[src/rtl/instruction_loader.sv]
// instruction_loader: framed byte stream -> 32-bit big-endian words written to the instruction RAM.
// Define INSTRUCTION_LOADER_CHECKSUM_EN to require a trailing CHK byte (CHECK state + running sum).
module instruction_loader #(
  parameter int unsigned TIMEOUT_CYCLES = 1000,
  parameter logic [7:0]  SYNC_BYTE      = 8'hA5
) (
  input  logic        clk,
  input  logic        rst_n,
  input  logic [7:0]  in_data,
  input  logic        in_valid,
  output logic        in_ready,
  output logic        mem_we,
  output logic [7:0]  mem_addr,
  output logic [31:0] mem_wdata,
  output logic        cpu_hold,
  output logic        done,
  output logic        error
);

  localparam logic [2:0] S_IDLE  = 3'd0;
  localparam logic [2:0] S_ADDR  = 3'd1;
  localparam logic [2:0] S_COUNT = 3'd2;
  localparam logic [2:0] S_DATA  = 3'd3;
  localparam logic [2:0] S_WRITE = 3'd4;
`ifdef INSTRUCTION_LOADER_CHECKSUM_EN
  localparam logic [2:0] S_CHECK = 3'd5;
`endif

  logic [2:0]  state;
  logic [2:0]  state_next;
  logic [1:0]  byte_cnt;
  logic [8:0]  word_cnt;
  logic [15:0] idle_cnt;
  logic        accept;
  logic        timed;
  logic        timeout;
`ifdef INSTRUCTION_LOADER_CHECKSUM_EN
  logic [7:0]  acc;
  logic [7:0]  chk_sum;
`endif

  always_comb begin
    accept = in_valid && in_ready;
`ifdef INSTRUCTION_LOADER_CHECKSUM_EN
    timed   = (state == S_ADDR) || (state == S_COUNT) || (state == S_DATA) || (state == S_CHECK);
    chk_sum = acc + in_data;
`else
    timed   = (state == S_ADDR) || (state == S_COUNT) || (state == S_DATA);
`endif
    // Fires on the TIMEOUT_CYCLES-th consecutive cycle without an accepted byte.
    timeout = timed && !accept && (idle_cnt == 16'(TIMEOUT_CYCLES - 1));

    state_next = state;
    case (state)
      S_IDLE:  if (accept && (in_data == SYNC_BYTE)) state_next = S_ADDR;
      S_ADDR:  if (accept) state_next = S_COUNT;
      S_COUNT: if (accept) state_next = S_DATA;
      S_DATA:  if (accept && (byte_cnt == 2'd3)) state_next = S_WRITE;
`ifdef INSTRUCTION_LOADER_CHECKSUM_EN
      S_WRITE: state_next = (word_cnt == 9'd1) ? S_CHECK : S_DATA;
      S_CHECK: if (accept) state_next = S_IDLE;
`else
      S_WRITE: state_next = (word_cnt == 9'd1) ? S_IDLE : S_DATA;
`endif
      default: state_next = S_IDLE;
    endcase
    if (timeout) state_next = S_IDLE;
  end

  always_ff @(posedge clk or negedge rst_n) begin
    if (!rst_n) begin
      state     <= S_IDLE;
      byte_cnt  <= 2'd0;
      word_cnt  <= 9'd0;
      idle_cnt  <= 16'd0;
      in_ready  <= 1'b0;
      mem_we    <= 1'b0;
      mem_addr  <= 8'd0;
      mem_wdata <= 32'd0;
      cpu_hold  <= 1'b0;
      done      <= 1'b0;
      error     <= 1'b0;
`ifdef INSTRUCTION_LOADER_CHECKSUM_EN
      acc       <= 8'd0;
`endif
    end else begin
      state    <= state_next;
      in_ready <= (state_next != S_WRITE);
      cpu_hold <= (state_next != S_IDLE);
      mem_we   <= (state_next == S_WRITE);
      done     <= 1'b0;

      if (accept || !timed) idle_cnt <= 16'd0;
      else                  idle_cnt <= idle_cnt + 16'd1;

`ifdef INSTRUCTION_LOADER_CHECKSUM_EN
      if (accept && (state != S_IDLE)) acc <= chk_sum;
`endif

      case (state)
        S_IDLE: begin
          if (accept && (in_data == SYNC_BYTE)) begin
            error    <= 1'b0;
            byte_cnt <= 2'd0;
`ifdef INSTRUCTION_LOADER_CHECKSUM_EN
            acc      <= 8'd0;
`endif
          end
        end
        S_ADDR: if (accept) mem_addr <= in_data;
        S_COUNT: begin
          if (accept) begin
            word_cnt <= (in_data == 8'd0) ? 9'd256 : {1'b0, in_data};
            byte_cnt <= 2'd0;
          end
        end
        S_DATA: begin
          if (accept) begin
            mem_wdata <= {mem_wdata[23:0], in_data};
            byte_cnt  <= byte_cnt + 2'd1;
          end
        end
        S_WRITE: begin
          mem_addr <= mem_addr + 8'd1;
          word_cnt <= word_cnt - 9'd1;
`ifndef INSTRUCTION_LOADER_CHECKSUM_EN
          if (word_cnt == 9'd1) done <= 1'b1;
`endif
        end
`ifdef INSTRUCTION_LOADER_CHECKSUM_EN
        S_CHECK: begin
          if (accept) begin
            if (chk_sum == 8'd0) done  <= 1'b1;
            else                 error <= 1'b1;
          end
        end
`endif
        default: ;
      endcase

      if (timeout) error <= 1'b1;
    end
  end

endmodule

[config.mk]
export PLATFORM = sky130hd
export DESIGN_NAME = instruction_loader
export DESIGN_NICKNAME = d
export VERILOG_FILES = /design/src/rtl/instruction_loader.sv
export SDC_FILE = /design/constraint.sdc
export NUM_CORES = 1
export LEC_CHECK = 0
export ABC_AREA = 1
export BUFFER_PORTS_ARGS = -buffer_cell sky130_fd_sc_hd__buf_4
export CAP_MARGIN = 20
export CORE_ASPECT_RATIO = 0.9
export CORE_MARGIN = 1
export CORE_UTILIZATION = 51
export DETAILED_ROUTE_END_ITERATION = 10
export PLACE_DENSITY_LB_ADDON = 0.3
export SETUP_SLACK_MARGIN = 0.05
export SLEW_MARGIN = 20
export SYNTH_ARGS = -nofsm -noshare
export SYNTH_HDL_FRONTEND = slang
export SYNTH_SLANG_ARGS = --single-unit
[constraint.sdc]
create_clock -name clk -period 1.4 [get_ports clk]
set_input_delay 0.14 -clock clk [delete_from_list [all_inputs] [get_ports clk]]
set_output_delay 0.14 -clock clk [all_outputs]
set_load 0.01 [all_outputs]
==> impl_metrics.ini, run 1 <==
[status]
outcome = finished with violations
violations = negative setup slack

[power]
max-vdd-ir-drop_mv = 0.967
p_clk_share_pct = 19.6
leakagePower_nw = 2.52
combPwrFrac_pct = 44.8
switchingPower_mw = 3.82
p_seq_share_pct = 35.6
internal_power_mw = 6.01
power_density_nw_per_um2 = 1890
switching_share_pct = 38.9

[detailed_routing]
first_pass_iters = 5
drt-initial-drc-count = 236
via_count = 3566
postRouteAntennaNets = 0
routed_wl_um = 10500
wire_per_inst_um = 16.2
drc = 0
routedLengthMet1_um = 4290
dr_wl_met2_um = 5080
routed.top_layer = met4
vias_per_cell = 5.52
dr_wl_met3_um = 786

[timing]
drv_slew = 0
hold_viol_final = 0
worst_pin_slew_ns = 0.312
min_period_over_period_pct = 103
fin_skew_ns = 0.0108
grt_setup_unrepaired = yes
fmax_mhz = 691
slew_headroom_pct = 78.9
setup_slack_ns = -0.0466
finalSetupViolCount = 10
min_period_ns = 1.45

[critical_path]
worstPathArrival_ns = 1.68
endpoint_kind = register
path_cells = inv_2, buf_4, nand3_2, nor3_4, inv_2, nor3_2, o21ai_1
max_stage_delay_ns = 0.46
crit_type = register to register
rr_worst_depth = 7
cpMostUsedCell = inv_2
crit_slowest_cell = dfrtp_2
worstPathRequired_ns = 1.63
start_kind = register
worstPathMaxFanout = 3

[synthesis]
ys_warn_count = 0
ys_seq_area_share_pct = 51.4
syn_inst = 440
netlist_area_sq_um = 3650
synthTopCellsByArea = dfrtp_1 (51%), nand2_1 (12%), inv_1 (5.3%), nor2_1 (3.7%), nand3_1 (3.6%)
yosysTopAreaCellShare_pct = 51.4
synth_top_area_cell = dfrtp_1
yosysUniqueCellTypes = 32
synth_seq_cells = 75
synth_fp_nets = 456
synth.avg_cell_area_sq_um = 8.30

[global_route]
grt_max_degree = 33
grt_use_total_pct = 24.7
grt_antenna_before_repair = 0
grt_pass1_vias = 3031
grt_pass1_wl_um = 14400
grt_overflow_total = 0

[final_layout]
fin_nets = 567
final_area_sq_um = 5210
drive_gt1_share_pct = 37.9
area_growth_pct = 42.5
antenna_cells = 0
finalNonFillerCells = 646

[place]
place_hpwl_um = 6180
placed_cells = 605
gp_congestion = 0.903
placed_area_sq_um = 4370
port_buffers = 55
pre_cts_slack_ns = -0.0391

[floorplan]
die_area_sq_um = 7510
start_util_pct = 54.0
core_region_area_sq_um = 6760
io-pin-count = 56
chipHeight_um = 82.3
dieWidth_um = 91.2
fp-row-count = 28

[clock_network]
cts_made_buffers = 9
cts-htree-levels = 3
clk_latency_ns = 0.36
clockBufferDepth = 2
clk_pin_slew_worst_paths_ns = 0.08
root_buffer = clkbuf_8
cts_tree = built
clkSinkCount = 75

[run]
cap_violations = 0

[min_path]
whs_path_depth = 3
hp-class = input port to register
## cells in the final DEF (no fill, tap or decap), types with 2 or more instances in the layout
cell type	count
inv_2	7
clkbuf_16	2
o211ai_1	7
nor3_1	10
ha_2	2
nor3_2	3
ha_4	2
dfrtp_2	6
bufinv_16	2
buf_6	10
a211oi_1	2
inv_1	47
o21ai_0	17
a21oi_2	5
buf_4	90
nand3_2	5
nor2_4	11
buf_12	6
o21ai_2	14
inv_6	4
nand3_1	19
nand3_4	2
nand4_1	6
a31oi_1	2
nor3_4	5
o21ai_1	11
inv_4	3
inv_8	2
nand2_2	12
clkbuf_8	9
nand2_1	105
dfrtp_1	69
nor2_1	30
a21oi_1	12
nand2_4	4
## registers in the layout, summed over array words and instances (netlist names)
signal     cells
byte_cnt       2
cpu_hold       1
done           1
error          1
idle_cnt      16
in_ready       1
mem_addr       8
mem_wdata     32
mem_we         1
state          3
word_cnt       9
## layer usage
| layer | up-vias | track usage, % |
|---|---|---|
| met1 | 1673 | 32.6 |
| met4 | 0 | 10.2 |
| met3 | 38 | 5.40 |
| li1 | 1655 | - |
| met5 | - | 0 |
| met2 | 200 | 40.1 |
## cells in the mapped netlist
cell	count
o311ai_0	1
a211oi_1	2
nor2_4	2
nor3_2	5
nor2_1	36
o221ai_1	1
o21ai_1	12
nand4_1	6
xnor2_1	1
o21bai_1	1
nand2_1	117
buf_6	3
inv_2	8
nor3_4	1
nor3_1	12
nand3_1	26
o21ai_2	10
buf_2	6
o21ai_0	20
inv_1	52
a31oi_1	2
dfrtp_1	75
ha_1	5
o211ai_1	7
nand2_2	4
o211ai_2	1
buf_4	1
nor2_2	3
a22oi_1	1
o311ai_1	1
nor3b_1	1
a21oi_1	17
## final cells by class
| class | count | area (sq um) |
|---|---|---|
| Clock buffer | 9 | 124 |
| Fill cell | 429 | 1550 |
| Clock inverter | 7 | 105 |
| Timing Repair Buffer | 109 | 968 |
| Sequential cell | 75 | 1880 |
| Inverter | 60 | 250 |
| Tap cell | 90 | 113 |
| Multi-Input combinational cell | 296 | 1760 |
## worst paths after layout
| kind | from | to | slack (ns) |
|---|---|---|---|
| max | word_cnt[0] | word_cnt[7] | -0.05 |
| max in group asynchronous | rst_n | idle_cnt[2] | 0.65 |
| min in group asynchronous | rst_n | mem_wdata[31] | 0.22 |
| max reg2reg | word_cnt[0] | word_cnt[7] | -0.05 |
| min reg2reg | mem_wdata[31] | mem_wdata[31] | 0.50 |
| min | in_data[5] | word_cnt[5] | 0.08 |
## cells by family after synthesis
| logic type | count (synthesis) | synth area share [%] |
|---|---|---|
| buffers and inverters | 70 | 8.12 |
| adders and majority gates | 5 | 1.71 |
| DFF | 75 | 51.4 |
| and+or+nand+nor | 213 | 25.8 |
| xor gates and xnor gates | 1 | 0.240 |
| AOI/OAI and AO/OA | 76 | 12.8 |
## power by group through the flow
stage          clock, mW  combinational (mW)  sequential (mW)
5_1_grt             2.02                4.76             3.58
4_1_cts             1.94                3.48             3.43
2_1_floorplan          0                1.58             3.61
6_report            1.93                4.40             3.50
3_3_place_gp           0                3.15             3.43
3_5_place_dp           0                3.25             3.46
## metrics by stage
stage          utilization, %  hold slack, ns  TNS [ns]  power (mW)
2_1_floorplan               -          -0.156         0        5.19
3_3_place_gp             64.6          0.0585         0        6.57
3_5_place_dp             64.6          0.0571   -0.0579        6.70
4_1_cts                  69.8          0.0564         0        8.84
5_1_grt                  77.0          0.0628     -2.93        10.4
6_report                 77.0          0.0769    -0.225        9.83
## worst max-delay path, delay by kind of cell, from the launching register on
kind	cells	cell delay [ns]
compound gates	1	0.09
simple gates	3	0.46
flops	1	0.46
buf+inv	3	0.31
## timing repair
action / CTS / global route
endpoints found under the setup margin: 24 / 66
pin swaps: 5 / 31
gates resized for setup: 19 / 84
cloned: 0 / 3
setup buffers: 6 / 15
hold buffers: 1 / 0
endpoints found under the hold margin: 60 / 0
(Power assumes the default switching activity.)
==> run 2: changes to the inputs <==
--- a/config.mk
+++ b/config.mk
@@ -12,7 +12,7 @@
 export CORE_MARGIN = 1
 export CORE_UTILIZATION = 51
 export DETAILED_ROUTE_END_ITERATION = 10
-export PLACE_DENSITY_LB_ADDON = 0.3
+export PLACE_DENSITY = 0.72
 export SETUP_SLACK_MARGIN = 0.05
 export SLEW_MARGIN = 20
 export SYNTH_ARGS = -nofsm -noshare
==> run 2 against run 1 <==
The flow still finishes with violations (negative setup slack). Clock skew decreased by 0.0023 ns. First-iteration DRC count decreased by 22%. Sequential share of layout area fell by 0.12 points. Critical path depth did not move. Clock power is 9% lower. Largest cell class unchanged. Sequential cell count is the same. Global-route usage fell by 0.58 points. Fmax increased by 0.75%. Routed wire length fell by 8.0%. Cell count is the same. Highest routed layer unchanged. Clock-buffer cell count unchanged.
==> impl_metrics.ini, run 2 (synthesis gave the netlist of run 1 again) <==
[status]
outcome = finished with violations
violations = negative setup slack

[timing]
finalSetupViolCount = 3
slew_headroom_pct = 77.3
fin_skew_ns = 0.00853
grt_setup_unrepaired = yes
worst_pin_slew_ns = 0.340
hold_viol_final = 0
min_period_ns = 1.44
fmax_mhz = 696
setup_slack_ns = -0.0359
setup_tns_ns = -0.0734
min_period_over_period_pct = 103
drv_slew = 0

[critical_path]
rr_worst_depth = 7
r2r_start = state[2]
rrSetupSlack_ns = -0.04
worstPathRequired_ns = 1.64
worstPathArrival_ns = 1.67
r2r_end = cpu_hold
path_cells = nand2_4, inv_6, buf_12, a21oi_2, nand2_1, nand2_2, nand3_2
max_stage_delay_ns = 0.50
start_kind = register
crit_type = register to register
endpoint_kind = register
crit_slowest_cell = dfrtp_2
crit_buf_inv = 2
path_delay_family = flip-flops
worstPathMaxFanout = 6
startpoint = state[2]

[global_route]
grt_antenna_before_repair = 0
grt_overflow_total = 0
grt_max_degree = 42
grt_pass1_wl_um = 14000
grt_use_total_pct = 24.1
grt_pass1_vias = 3055

[floorplan]
die_area_sq_um = 7510
start_util_pct = 54.0
fp-row-count = 28
io-pin-count = 56
chipHeight_um = 82.3
core_region_area_sq_um = 6760
dieWidth_um = 91.2

[detailed_routing]
first_pass_iters = 6
routed_wl_um = 9630
postRouteAntennaNets = 0
drt-initial-drc-count = 184
vias_per_cell = 5.33
drc = 0
via_count = 3446
wire_per_inst_um = 14.9

[place]
pre_cts_slack_ns = -0.125
port_buffers = 55
place_hpwl_um = 5970
gp_congestion = 0.829

[final_layout]
reg_top3 = mem_wdata x32, idle_cnt x16, word_cnt x9
fin_nets = 567
drive_gt1_share_pct = 42.1
max_flop_register = mem_wdata
fillCellCount = 466
layout_commonest_cell = nand2_1
antenna_cells = 0
largest_reg_flops = 32
area_growth_pct = 43.1
mostFrequentLayoutCells = nand2_1 (97), buf_4 (90), dfrtp_1 (68), inv_1 (45), nor2_1 (26)

[power]
leakagePower_nw = 2.52
switching_share_pct = 39.3
p_clk_share_pct = 18.6
p_total_mw = 9.45
max-vdd-ir-drop_mv = 1.01
power_density_nw_per_um2 = 1810
combPwrFrac_pct = 44.3
p_seq_share_pct = 37.2
internal_power_mw = 5.73
switchingPower_mw = 3.71

[clock_network]
clk_latency_ns = 0.36
clockBufferDepth = 2
cts_tree = built
cts-htree-levels = 3
clkSinkCount = 75
cts_made_buffers = 9
clk_pin_slew_worst_paths_ns = 0.09
root_buffer = clkbuf_8

[min_path]
holdCritStartpoint = in_data[7]
hold_path_end = mem_addr[7]
whs_path_depth = 3
hp-class = input port to register

[run]
cap_violations = 0
==> run 2: per-stage QoR <==
| stage | utilization, % | cells | instance area, sq um | hold slack [ns] |
|---|---|---|---|---|
| 4_1_cts | 70.6 | 630 | 4770 | 0.0785 |
| 2_1_floorplan | - | 440 | 3650 | -0.156 |
| 6_report | 77.3 | 646 | 5230 | 0.0818 |
| 3_5_place_dp | 64.6 | 605 | 4370 | 0.0673 |
| 5_1_grt | 77.3 | 646 | 5230 | 0.0902 |
| 3_3_place_gp | 64.6 | 605 | 4370 | 0.0645 |
==> run 2: how the worst max path moves through the flow <==
stage / to / cells after the start
after floorplan: word_cnt[5] / 7
after global placement: cpu_hold / 8
after detailed placement: cpu_hold / 8
after CTS: cpu_hold / 9
after global routing: idle_cnt[12] / 9
final: cpu_hold / 7
==> run 2: power by group through the flow <==
stage	clock [mW]	sequential (mW)	combinational (mW)
after floorplan	0	3.61	1.58
after global placement	0	3.43	3.13
after detailed placement	0	3.46	3.23
after CTS	1.78	3.45	3.52
after global routing	1.88	3.61	4.59
final	1.76	3.51	4.18
==> run 2: what timing repair did <==
action | CTS | global route
hold endpoints to repair | 68 | 0
cloned | 0 | 4
buffers inserted | 8 | 12
endpoints found under the setup margin | 62 | 71
pin swaps | 11 | 37
resized for setup | 35 | 103
hold buffers | 1 | 0
==> run 2: final cells by class <==
cell class                      count  area (sq um)  share of cell area, %
Tap cell                           90           113                   2.15
Multi-Input combinational cell    296          1820                   34.8
Sequential cell                    75          1890                   36.1
Clock buffer                        9           124                   2.37
Inverter                           60           258                   4.93
Timing Repair Buffer              108           938                   17.9
Clock inverter                      7          82.6                   1.58
Timing Repair inverter              1          8.76                  0.168
==> run 2: layer usage <==
| metal | vias to the layer above | share of wire, % | GRT usage (%) |
|---|---|---|---|
| met4 | 0 | 1.8 | 7.46 |
| met3 | 22 | 5.0 | 5.49 |
| met2 | 116 | 50 | 41.4 |
| met1 | 1655 | 44 | 30.9 |
| li1 | 1653 | - | - |
| met5 | - | 0 | 0 |
==> run 2: worst min-delay path: cells and delay by family <==
| family | cells | cell delay [ns] |
|---|---|---|
| buf+inv | 1 | 0.12 |
| simple gates | 2 | 0.15 |
